<file path="config.mk">
export PLATFORM = sky130hd
export DESIGN_NAME = uart_word_tx_serializer
export DESIGN_NICKNAME = d
export VERILOG_FILES = /design/src/rtl/uart_word_tx_serializer_pkg.sv /design/src/rtl/uart_word_tx_serializer.sv
export SDC_FILE = /design/constraint.sdc
export NUM_CORES = 1
export LEC_CHECK = 0
export CORE_MARGIN = 10
export CORE_UTILIZATION = 30
export CTS_BUF_LIST = sky130_fd_sc_hd__clkbuf_4 sky130_fd_sc_hd__clkbuf_8
export CTS_CLUSTER_SIZE = 16
export DETAILED_ROUTE_END_ITERATION = 8
export PLACE_DENSITY_LB_ADDON = 0.25
export SLEW_MARGIN = 10
export SYNTH_ARGS = -nofsm -noshare
export SYNTH_HDL_FRONTEND = slang
export SYNTH_SLANG_ARGS = --single-unit
export TNS_END_PERCENT = 20
</file>
<file path="constraint.sdc">
create_clock -name i_clk -period 1.7 [get_ports i_clk]
set_clock_uncertainty 0.05 [all_clocks]
set_input_delay 0.17 -clock i_clk [delete_from_list [all_inputs] [get_ports i_clk]]
set_output_delay 0.17 -clock i_clk [all_outputs]
set_load 0.02 [all_outputs]
</file>
<file path="src/rtl/uart_word_tx_serializer_pkg.sv">
// Shared definitions for the debug-word UART serializer and the
// UART/pipeline debug interface that feeds it.
//   - Default word/byte widths used on both sides of the buffer handshake.
//   - FSM state encoding (IDLE, WAIT_DONE).
//   - Helper that derives the number of data bytes per word.
package uart_word_tx_serializer_pkg;

  localparam int DEF_WORD_WIDTH = 32;
  localparam int DEF_BYTE_WIDTH = 8;

  typedef enum logic {
    IDLE      = 1'b0,
    WAIT_DONE = 1'b1
  } state_t;

  function automatic int calc_nbytes(input int word_width, input int byte_width);
    return word_width / byte_width;
  endfunction

endpackage

</file>
<file path="src/rtl/uart_word_tx_serializer.sv">
// uart_word_tx_serializer
// Takes one debug word at a time from the UART/pipeline debug interface and
// hands it byte by byte to the UART transmitter. One word in flight, no FIFO;
// o_empty is the only flow-control signal back to the interface.
//
// Optional feature: define TX_WORD_CHECKSUM_EN to append one extra byte per
// word holding the XOR of all data bytes.
//
// Ports:
//   i_clk        clock, all state changes on the rising edge
//   i_reset_n    synchronous active-low reset
//   i_word       word to send, sampled only while i_start is high
//   i_start      one-cycle request from the interface's buffer-start output
//   o_empty      ready for a new word (combinational, drops with i_start)
//   o_tx_data    byte presented to the UART transmitter
//   o_tx_start   one-cycle pulse telling the transmitter to load o_tx_data
//   i_tx_done    one-cycle pulse from the transmitter: byte finished
//   o_overrun    sticky flag: a word arrived while busy and was dropped
//   o_words_sent count of completed words, wraps
module uart_word_tx_serializer
  import uart_word_tx_serializer_pkg::*;
#(
  parameter int WORD_WIDTH  = DEF_WORD_WIDTH,
  parameter int BYTE_WIDTH  = DEF_BYTE_WIDTH,
  parameter bit MSB_FIRST   = 1'b1,
  parameter int COUNT_WIDTH = 16
) (
  input  logic                   i_clk,
  input  logic                   i_reset_n,
  input  logic [WORD_WIDTH-1:0]  i_word,
  input  logic                   i_start,
  output logic                   o_empty,
  output logic [BYTE_WIDTH-1:0]  o_tx_data,
  output logic                   o_tx_start,
  input  logic                   i_tx_done,
  output logic                   o_overrun,
  output logic [COUNT_WIDTH-1:0] o_words_sent
);

  localparam int NBYTES = calc_nbytes(WORD_WIDTH, BYTE_WIDTH);
`ifdef TX_WORD_CHECKSUM_EN
  localparam int NBYTES_TOT = NBYTES + 1;
`else
  localparam int NBYTES_TOT = NBYTES;
`endif
  localparam int IDX_W = (NBYTES_TOT > 1) ? $clog2(NBYTES_TOT) : 1;
  localparam logic [IDX_W-1:0] LAST_IDX = IDX_W'(NBYTES_TOT - 1);

  // Byte that goes out next from a (partially shifted) word.
  function automatic logic [BYTE_WIDTH-1:0] head_byte(input logic [WORD_WIDTH-1:0] w);
    return MSB_FIRST ? w[WORD_WIDTH-1 -: BYTE_WIDTH] : w[BYTE_WIDTH-1:0];
  endfunction

  // Drop the byte just sent so the following one sits at the head.
  function automatic logic [WORD_WIDTH-1:0] advance(input logic [WORD_WIDTH-1:0] w);
    return MSB_FIRST ? (w << BYTE_WIDTH) : (w >> BYTE_WIDTH);
  endfunction

`ifdef TX_WORD_CHECKSUM_EN
  function automatic logic [BYTE_WIDTH-1:0] xor_bytes(input logic [WORD_WIDTH-1:0] w);
    logic [BYTE_WIDTH-1:0] acc;
    acc = '0;
    for (int i = 0; i < NBYTES; i++) acc = acc ^ w[i*BYTE_WIDTH +: BYTE_WIDTH];
    return acc;
  endfunction
`endif

  state_t                 state_q, state_d;
  logic [WORD_WIDTH-1:0]  shift_q, shift_d;
  logic [BYTE_WIDTH-1:0]  tx_data_q, tx_data_d;
  logic                   tx_start_q, tx_start_d;
  logic [IDX_W-1:0]       idx_q, idx_d;
  logic [COUNT_WIDTH-1:0] words_q, words_d;
  logic                   overrun_q, overrun_d;
`ifdef TX_WORD_CHECKSUM_EN
  logic [BYTE_WIDTH-1:0]  csum_q, csum_d;
`endif

  always_ff @(posedge i_clk) begin
    if (!i_reset_n) begin
      state_q    <= IDLE;
      shift_q    <= '0;
      tx_data_q  <= '0;
      tx_start_q <= 1'b0;
      idx_q      <= '0;
      words_q    <= '0;
      overrun_q  <= 1'b0;
`ifdef TX_WORD_CHECKSUM_EN
      csum_q     <= '0;
`endif
    end else begin
      state_q    <= state_d;
      shift_q    <= shift_d;
      tx_data_q  <= tx_data_d;
      tx_start_q <= tx_start_d;
      idx_q      <= idx_d;
      words_q    <= words_d;
      overrun_q  <= overrun_d;
`ifdef TX_WORD_CHECKSUM_EN
      csum_q     <= csum_d;
`endif
    end
  end

  always_comb begin
    state_d    = state_q;
    shift_d    = shift_q;
    tx_data_d  = tx_data_q;
    tx_start_d = 1'b0;
    idx_d      = idx_q;
    words_d    = words_q;
    // A request while busy is dropped; the word in flight is untouched.
    overrun_d  = overrun_q | (i_start && (state_q != IDLE));
`ifdef TX_WORD_CHECKSUM_EN
    csum_d     = csum_q;
`endif
    case (state_q)
      IDLE: begin
        if (i_start) begin
          // First byte goes straight to the output; the shift register keeps
          // the remaining bytes already aligned at its head.
          tx_data_d  = head_byte(i_word);
          shift_d    = advance(i_word);
          tx_start_d = 1'b1;
          idx_d      = '0;
          state_d    = WAIT_DONE;
`ifdef TX_WORD_CHECKSUM_EN
          csum_d     = xor_bytes(i_word);
`endif
        end
      end
      WAIT_DONE: begin
        if (i_tx_done) begin
          if (idx_q == LAST_IDX) begin
            words_d = words_q + 1'b1;
            state_d = IDLE;
          end else begin
            idx_d      = idx_q + 1'b1;
            tx_start_d = 1'b1;
            tx_data_d  = head_byte(shift_q);
            shift_d    = advance(shift_q);
`ifdef TX_WORD_CHECKSUM_EN
            // After the last data byte the checksum byte goes out instead.
            if (idx_q == IDX_W'(NBYTES - 1)) tx_data_d = csum_q;
`endif
          end
        end
      end
      default: state_d = IDLE;
    endcase
  end

  // Must fall in the same cycle as i_start so the interface never sees
  // "empty" on the edge that captures its request.
  assign o_empty      = (state_q == IDLE) && !i_start;
  assign o_tx_data    = tx_data_q;
  assign o_tx_start   = tx_start_q;
  assign o_overrun    = overrun_q;
  assign o_words_sent = words_q;

endmodule

</file>
Word-level counts from Yosys, hierarchy flattened:

Cells that the tools add are included.
W data, S select, Z words.

* register bits: 61
* input bits: 36
* output and inout bits: 27

* add/subtract/negate cells: 2
* mux-type cells: 18
* equality and inequality tests: 4
* reductions and logical operators: 5
* bitwise logic cells: 2

Operators with widths (number)
* $mux W32: 3
* $pmux W32 S2: 1
* $mux W8: 3
* $add A16 B1 Y16 const B: 1
* $pmux W8 S2: 1
* $mux W2: 3
* $ne A2 B2 Y1 const B: 3
* $reduce_and A3 Y1: 2
* $mux W1: 4
* $pmux W1 S2: 2
* $pmux W2 S2: 1
* $add A2 B1 Y2 const B: 1
* $eq A2 B2 Y1 const B: 1
* $logic_and A1 B1 Y1: 2
* $logic_not A1 Y1: 1
* $not A1 Y1: 1
* $or A1 B1 Y1: 1

Longest topological paths before layout:

* depth in word-level cells: 4
* depth in mapped cells: 7

Worst setup path after synthesis:

No wires, ideal clock.

* path kind: register to register
* start: register words_q[5], in the netlist o_words_sent[5]
* end: register words_q[14], in the netlist o_words_sent[14]
* buffers on the path: 0
* setup time: 70 ps
* clock period less this slack: 1738 ps
* stages on the path, launching flop included: 5
* path slack: -38 ps
* data arrival time: 1617 ps
* required time: 1580 ps
* path through: dfxtp_1 -> nand4_4 -> or3_1 -> or4_1 -> a21oi_1

* word-level cells in the longest chain between the ends: 1

Ends and longest elaborated chain
* from (decl): RTL line uart_word_tx_serializer.sv:73 `logic [COUNT_WIDTH-1:0] words_q, words_d;`
* from (signal assigned): RTL line uart_word_tx_serializer.sv:97 `words_q <= words_d;`
* $add A16 B1 Y16: RTL line uart_word_tx_serializer.sv:135 `words_d = words_q + 1'b1;`

No other way between the ends.
A chain may end at the register's enable or synchronous reset.

Worst setup path after layout:

* start: register words_q[5], in the netlist o_words_sent[5]
* end: output o_words_sent[5]

RTL lines
* to (decl): RTL line uart_word_tx_serializer.sv:37 `output logic [COUNT_WIDTH-1:0] o_words_sent`

No word-level cell between the ends.

==> summary.md <==
| Metric | Value |
|---|---|
| Count of H-tree levels built during CTS | 2 |
| Multi-input logic area | around 1100 um^2 |
| Required @ worst endpoint | about 1500 ps |
| Library cell with the largest summed area after synthesis | sky130_fd_sc_hd__dfxtp_1 |
| Total of endpoints with negative setup slack in the final report | 0 |
| Run status | finished clean |
| Register bit total from synthesis | 53 |
| Routed met2 length | ~2700 um |
| Via count of the first global-routing pass | 1866 |
| Total I/O pin count | between 60 and 70 |
| Number of post-CTS setup repair buffers | 0 |
| Wire length per cell | 13.6 um |
| Mux contribution to synthesized area | 0.116 |
| Number of buffers between clock root and the deepest sink | 2 |
| Post-synthesis adder-cell area fraction | 0.0112 |
| Clock buffer count from CTS | 5 |
| Proportion of synthesized chip area in sequential cells | 0.475 |
| Highest clock frequency the design can meet | slightly above 0.6 GHz |
| Post-Place Cells | approximately 400 |
| Simple-gate area share of the yosys netlist | 0.188 |
| Worst setup startpoint | o_words_sent[5] |
| Largest fanout on the critical path | 5 |
| Area share of the leading cell type in the synthesized netlist | 0.475 |
| Worst setup slack after layout | 76.5 ps |
| Yosys warns | 0 |
| Die area | about 11000 um^2 |
| Sum of routed wire segments on met1 | 2650 um |
| Post-detailed-route via-to-cell ratio | 4.55 |
| Number of unique standard cell types used by synthesis | 31 |
| Starting Density | 0.308 |
| Least-Margin Pin Slew | approximately 420 ps |
| Maximum number of pins on one net before global-route repair | 30 |
| Clock root buffer | sky130_fd_sc_hd__clkbuf_8 |
| Count of endpoints failing hold in the final timing report | 0 |
| Leak pwr | around 1.2 nW |
| Dominant combinational cell family by area after synthesis | simple AND/OR/NAND/NOR gates |
| Post-Synthesis Cell Area | ~2200 um^2 |
| # fillers | between 700 and 800 |
| Met3 wire len | about 230 um |
| Clock input transition at the sequential cells of the worst setup and hold paths | about 100 ps |
| Final worst-path cycle share | 0.955 |
| Worst supply voltage drop on vdd | approximately 0.30 mV |
| Combined global-route utilization of all metal layers | 0.101 |
| Post-detailed-placement half-perimeter wirelength | 4220 um |
| Critical path launch point type | flop |
| Wire length of the first global-routing pass | roughly 9400 um |
| Number of diodes | 0 |
| Initial DRT Pass Iterations | 5 |
| Compound-gate portion of the synthesized area | 0.136 |
| Final weighted congestion of routability-driven global placement | around 0.73 |
| TritonCTS clock tree | done |
| Number of design-rule violations left by the first detailed-router iteration | 53 |
| Die height | between 100 and 150 um |
| Mean instance size in the synthesized netlist | 9.39 um^2 |
| Drt drc | 0 |
| Die width | 106 um |
| Top cells by area, synth | sky130_fd_sc_hd__dfxtp_1 (47%), sky130_fd_sc_hd__mux2i_1 (12%), sky130_fd_sc_hd__nor2_1 (8.6%) |
| Clk sink count | between 50 and 60 |
| Hold WC Path Type | reg -> reg |
| Crit Path Category | reg -> out |
| Highest-count cells in the layout ignoring fill and taps | sky130_fd_sc_hd__clkdlybuf4s50_1 (60), sky130_fd_sc_hd__nor2_1 (50), sky130_fd_sc_hd__dfxtp_1 (50) |
| Maximum capacitance violations | 0 |
| Commonest non-fill, non-tap cell in the layout | sky130_fd_sc_hd__clkdlybuf4s50_1 |
| Port Buf Inserts | between 60 and 70 |
| Worst setup slack after placement | -78.2 ps |
| Unrepaired setup endpoints after global routing | yes |
| Share of post-route cells with drive strength above 1 | 0.125 |
| Worst slew margin relative to its limit | 0.722 |
| Clk_lat worst skew | around 300 ps |
| Placeable Area | approximately 7300 um^2 |
| Antenna violations before repair | 0 |
| Number of nets produced by synthesis | about 280 |
| Number of nets still failing antenna checks after routing | 0 |
| Critical Path Sink Type | output port |
| Final slew viol count | 0 |
| Xor-xnor portion of the synthesized cell area | 0.0392 |
| Remaining Overflow, GRT | 0 |
| Std-Cell Rows | 31 |
| Total routed wirelength | ~5600 um |
| Flip-flop and latch area | roughly 1100 um^2 |
| Source of the worst hold timing path | o_words_sent[15] |
| Uppermost metal layer occupied by signal nets | met4 |
| Post-synthesis instance total | between 200 and 250 |
| Cell Pwr Density | 814 nW/um^2 |
| Shortest clock period the worst path allows after layout | ~1600 ps |
| Non-filler instance count after layout | 412 |
| Post-layout nets | between 300 and 400 |
| Vias | 1876 |
| Arrival @ worst endpoint | roughly 1400 ps |
| Area overhead of the layout relative to synthesis | 44.8% |
| Crit Reg-Reg Startpoint | o_words_sent[8] |
## where the power goes
part	switching (mW)	leakage [nW]	total [mW]	internal [mW]
sequential	0.0381	0.436	1.35	1.31
clock	0.422	0.0585	0.864	0.442
combinational	0.193	0.736	0.420	0.227
## final timing paths
| kind | endpoint | slack [ps] | cells past startpoint |
|---|---|---|---|
| worst max-delay path | o_words_sent[5] | 80 | 2 |
| worst min-delay path | o_words_sent[15] | 430 | 2 |
| worst max register to register | o_words_sent[14] | 120 | 4 |
| worst min register to register | o_words_sent[15] | 430 | 2 |
## cells in the mapped netlist
master,instances
sky130_fd_sc_hd__mux2i_1,26
sky130_fd_sc_hd__nor2_1,51
sky130_fd_sc_hd__a211oi_1,25
sky130_fd_sc_hd__nand2_1,9
sky130_fd_sc_hd__buf_2,7
sky130_fd_sc_hd__clkinv_1,1
sky130_fd_sc_hd__or2_1,1
sky130_fd_sc_hd__nand2b_1,2
sky130_fd_sc_hd__nand4_1,1
sky130_fd_sc_hd__nand4_4,2
sky130_fd_sc_hd__nand3_2,1
sky130_fd_sc_hd__or4_1,1
sky130_fd_sc_hd__xnor2_1,8
sky130_fd_sc_hd__and3_1,2
sky130_fd_sc_hd__dfxtp_1,53
sky130_fd_sc_hd__nor2b_1,1
sky130_fd_sc_hd__a22oi_1,9
sky130_fd_sc_hd__nand3_1,4
sky130_fd_sc_hd__a31oi_1,1
sky130_fd_sc_hd__xor2_1,2
sky130_fd_sc_hd__a41o_1,1
sky130_fd_sc_hd__o31ai_1,1
sky130_fd_sc_hd__or3_1,2
sky130_fd_sc_hd__nor3_1,5
sky130_fd_sc_hd__and3b_1,1
sky130_fd_sc_hd__clkbuf_1,8
sky130_fd_sc_hd__a21oi_1,4
sky130_fd_sc_hd__o21ai_0,1
sky130_fd_sc_hd__ha_1,2
sky130_fd_sc_hd__inv_1,2
sky130_fd_sc_hd__nor4_1,4
## final cells by class
cell class,count,share of cell area
Multi-Input combinational cell,167,0.344
Sequential cell,53,0.329
Timing Repair Buffer,82,0.250
Tap cell,99,0.0383
Clock buffer,5,0.0213
Clock inverter,3,0.0135
Inverter,3,0.00348
## state kept, by name, summed over array words and instances (netlist names)
register,cells
o_overrun,1
o_tx_start,1
shift_q,24
idx_q,2
state_q,1
o_words_sent,16
o_tx_data,8
## timing repair
| action | CTS | global route |
|---|---|---|
| gates resized for setup | 1 | 5 |
| hold buffers | 0 | 0 |
| endpoints found under the setup margin | 1 | 30 |
## critical path, stage by stage, from the launching register on
cell                              delay [ps]
sky130_fd_sc_hd__dfxtp_2                 360
sky130_fd_sc_hd__buf_4                   140
sky130_fd_sc_hd__clkdlybuf4s50_1         600
## routing by layer
metal,track usage,vias to the layer above
li1,-,995
met1,0.128,848
met2,0.162,31
met3,0.0260,2
met4,0.0348,0
met5,0,-
## stage by stage
step | utilization | total power [mW] | hold slack (ps) | instance area, um^2 | TNS (ps)
after detailed placement | 0.428 | 1.81 | 417 | 3110 | -1130
after global routing | 0.446 | 2.77 | 460 | 3240 | -28.6
after CTS | 0.444 | 2.68 | 432 | 3220 | 0
after floorplan | - | 1.60 | 265 | 2240 | -3.84
after global placement | 0.428 | 1.80 | 404 | 3110 | -604
final | 0.446 | 2.64 | 425 | 3240 | 0
## cell families (layout without fill, tap and decap cells)
| group | after synthesis | count (layout) |
|---|---|---|
| xor+xnor | 10 | 10 |
| fa+ha+maj | 2 | 2 |
| buf+inv | 18 | 93 |
| compound gates | 42 | 42 |
| simple gates | 87 | 87 |
| flops | 53 | 53 |
| mux | 26 | 26 |
(Power assumes the default switching activity.)
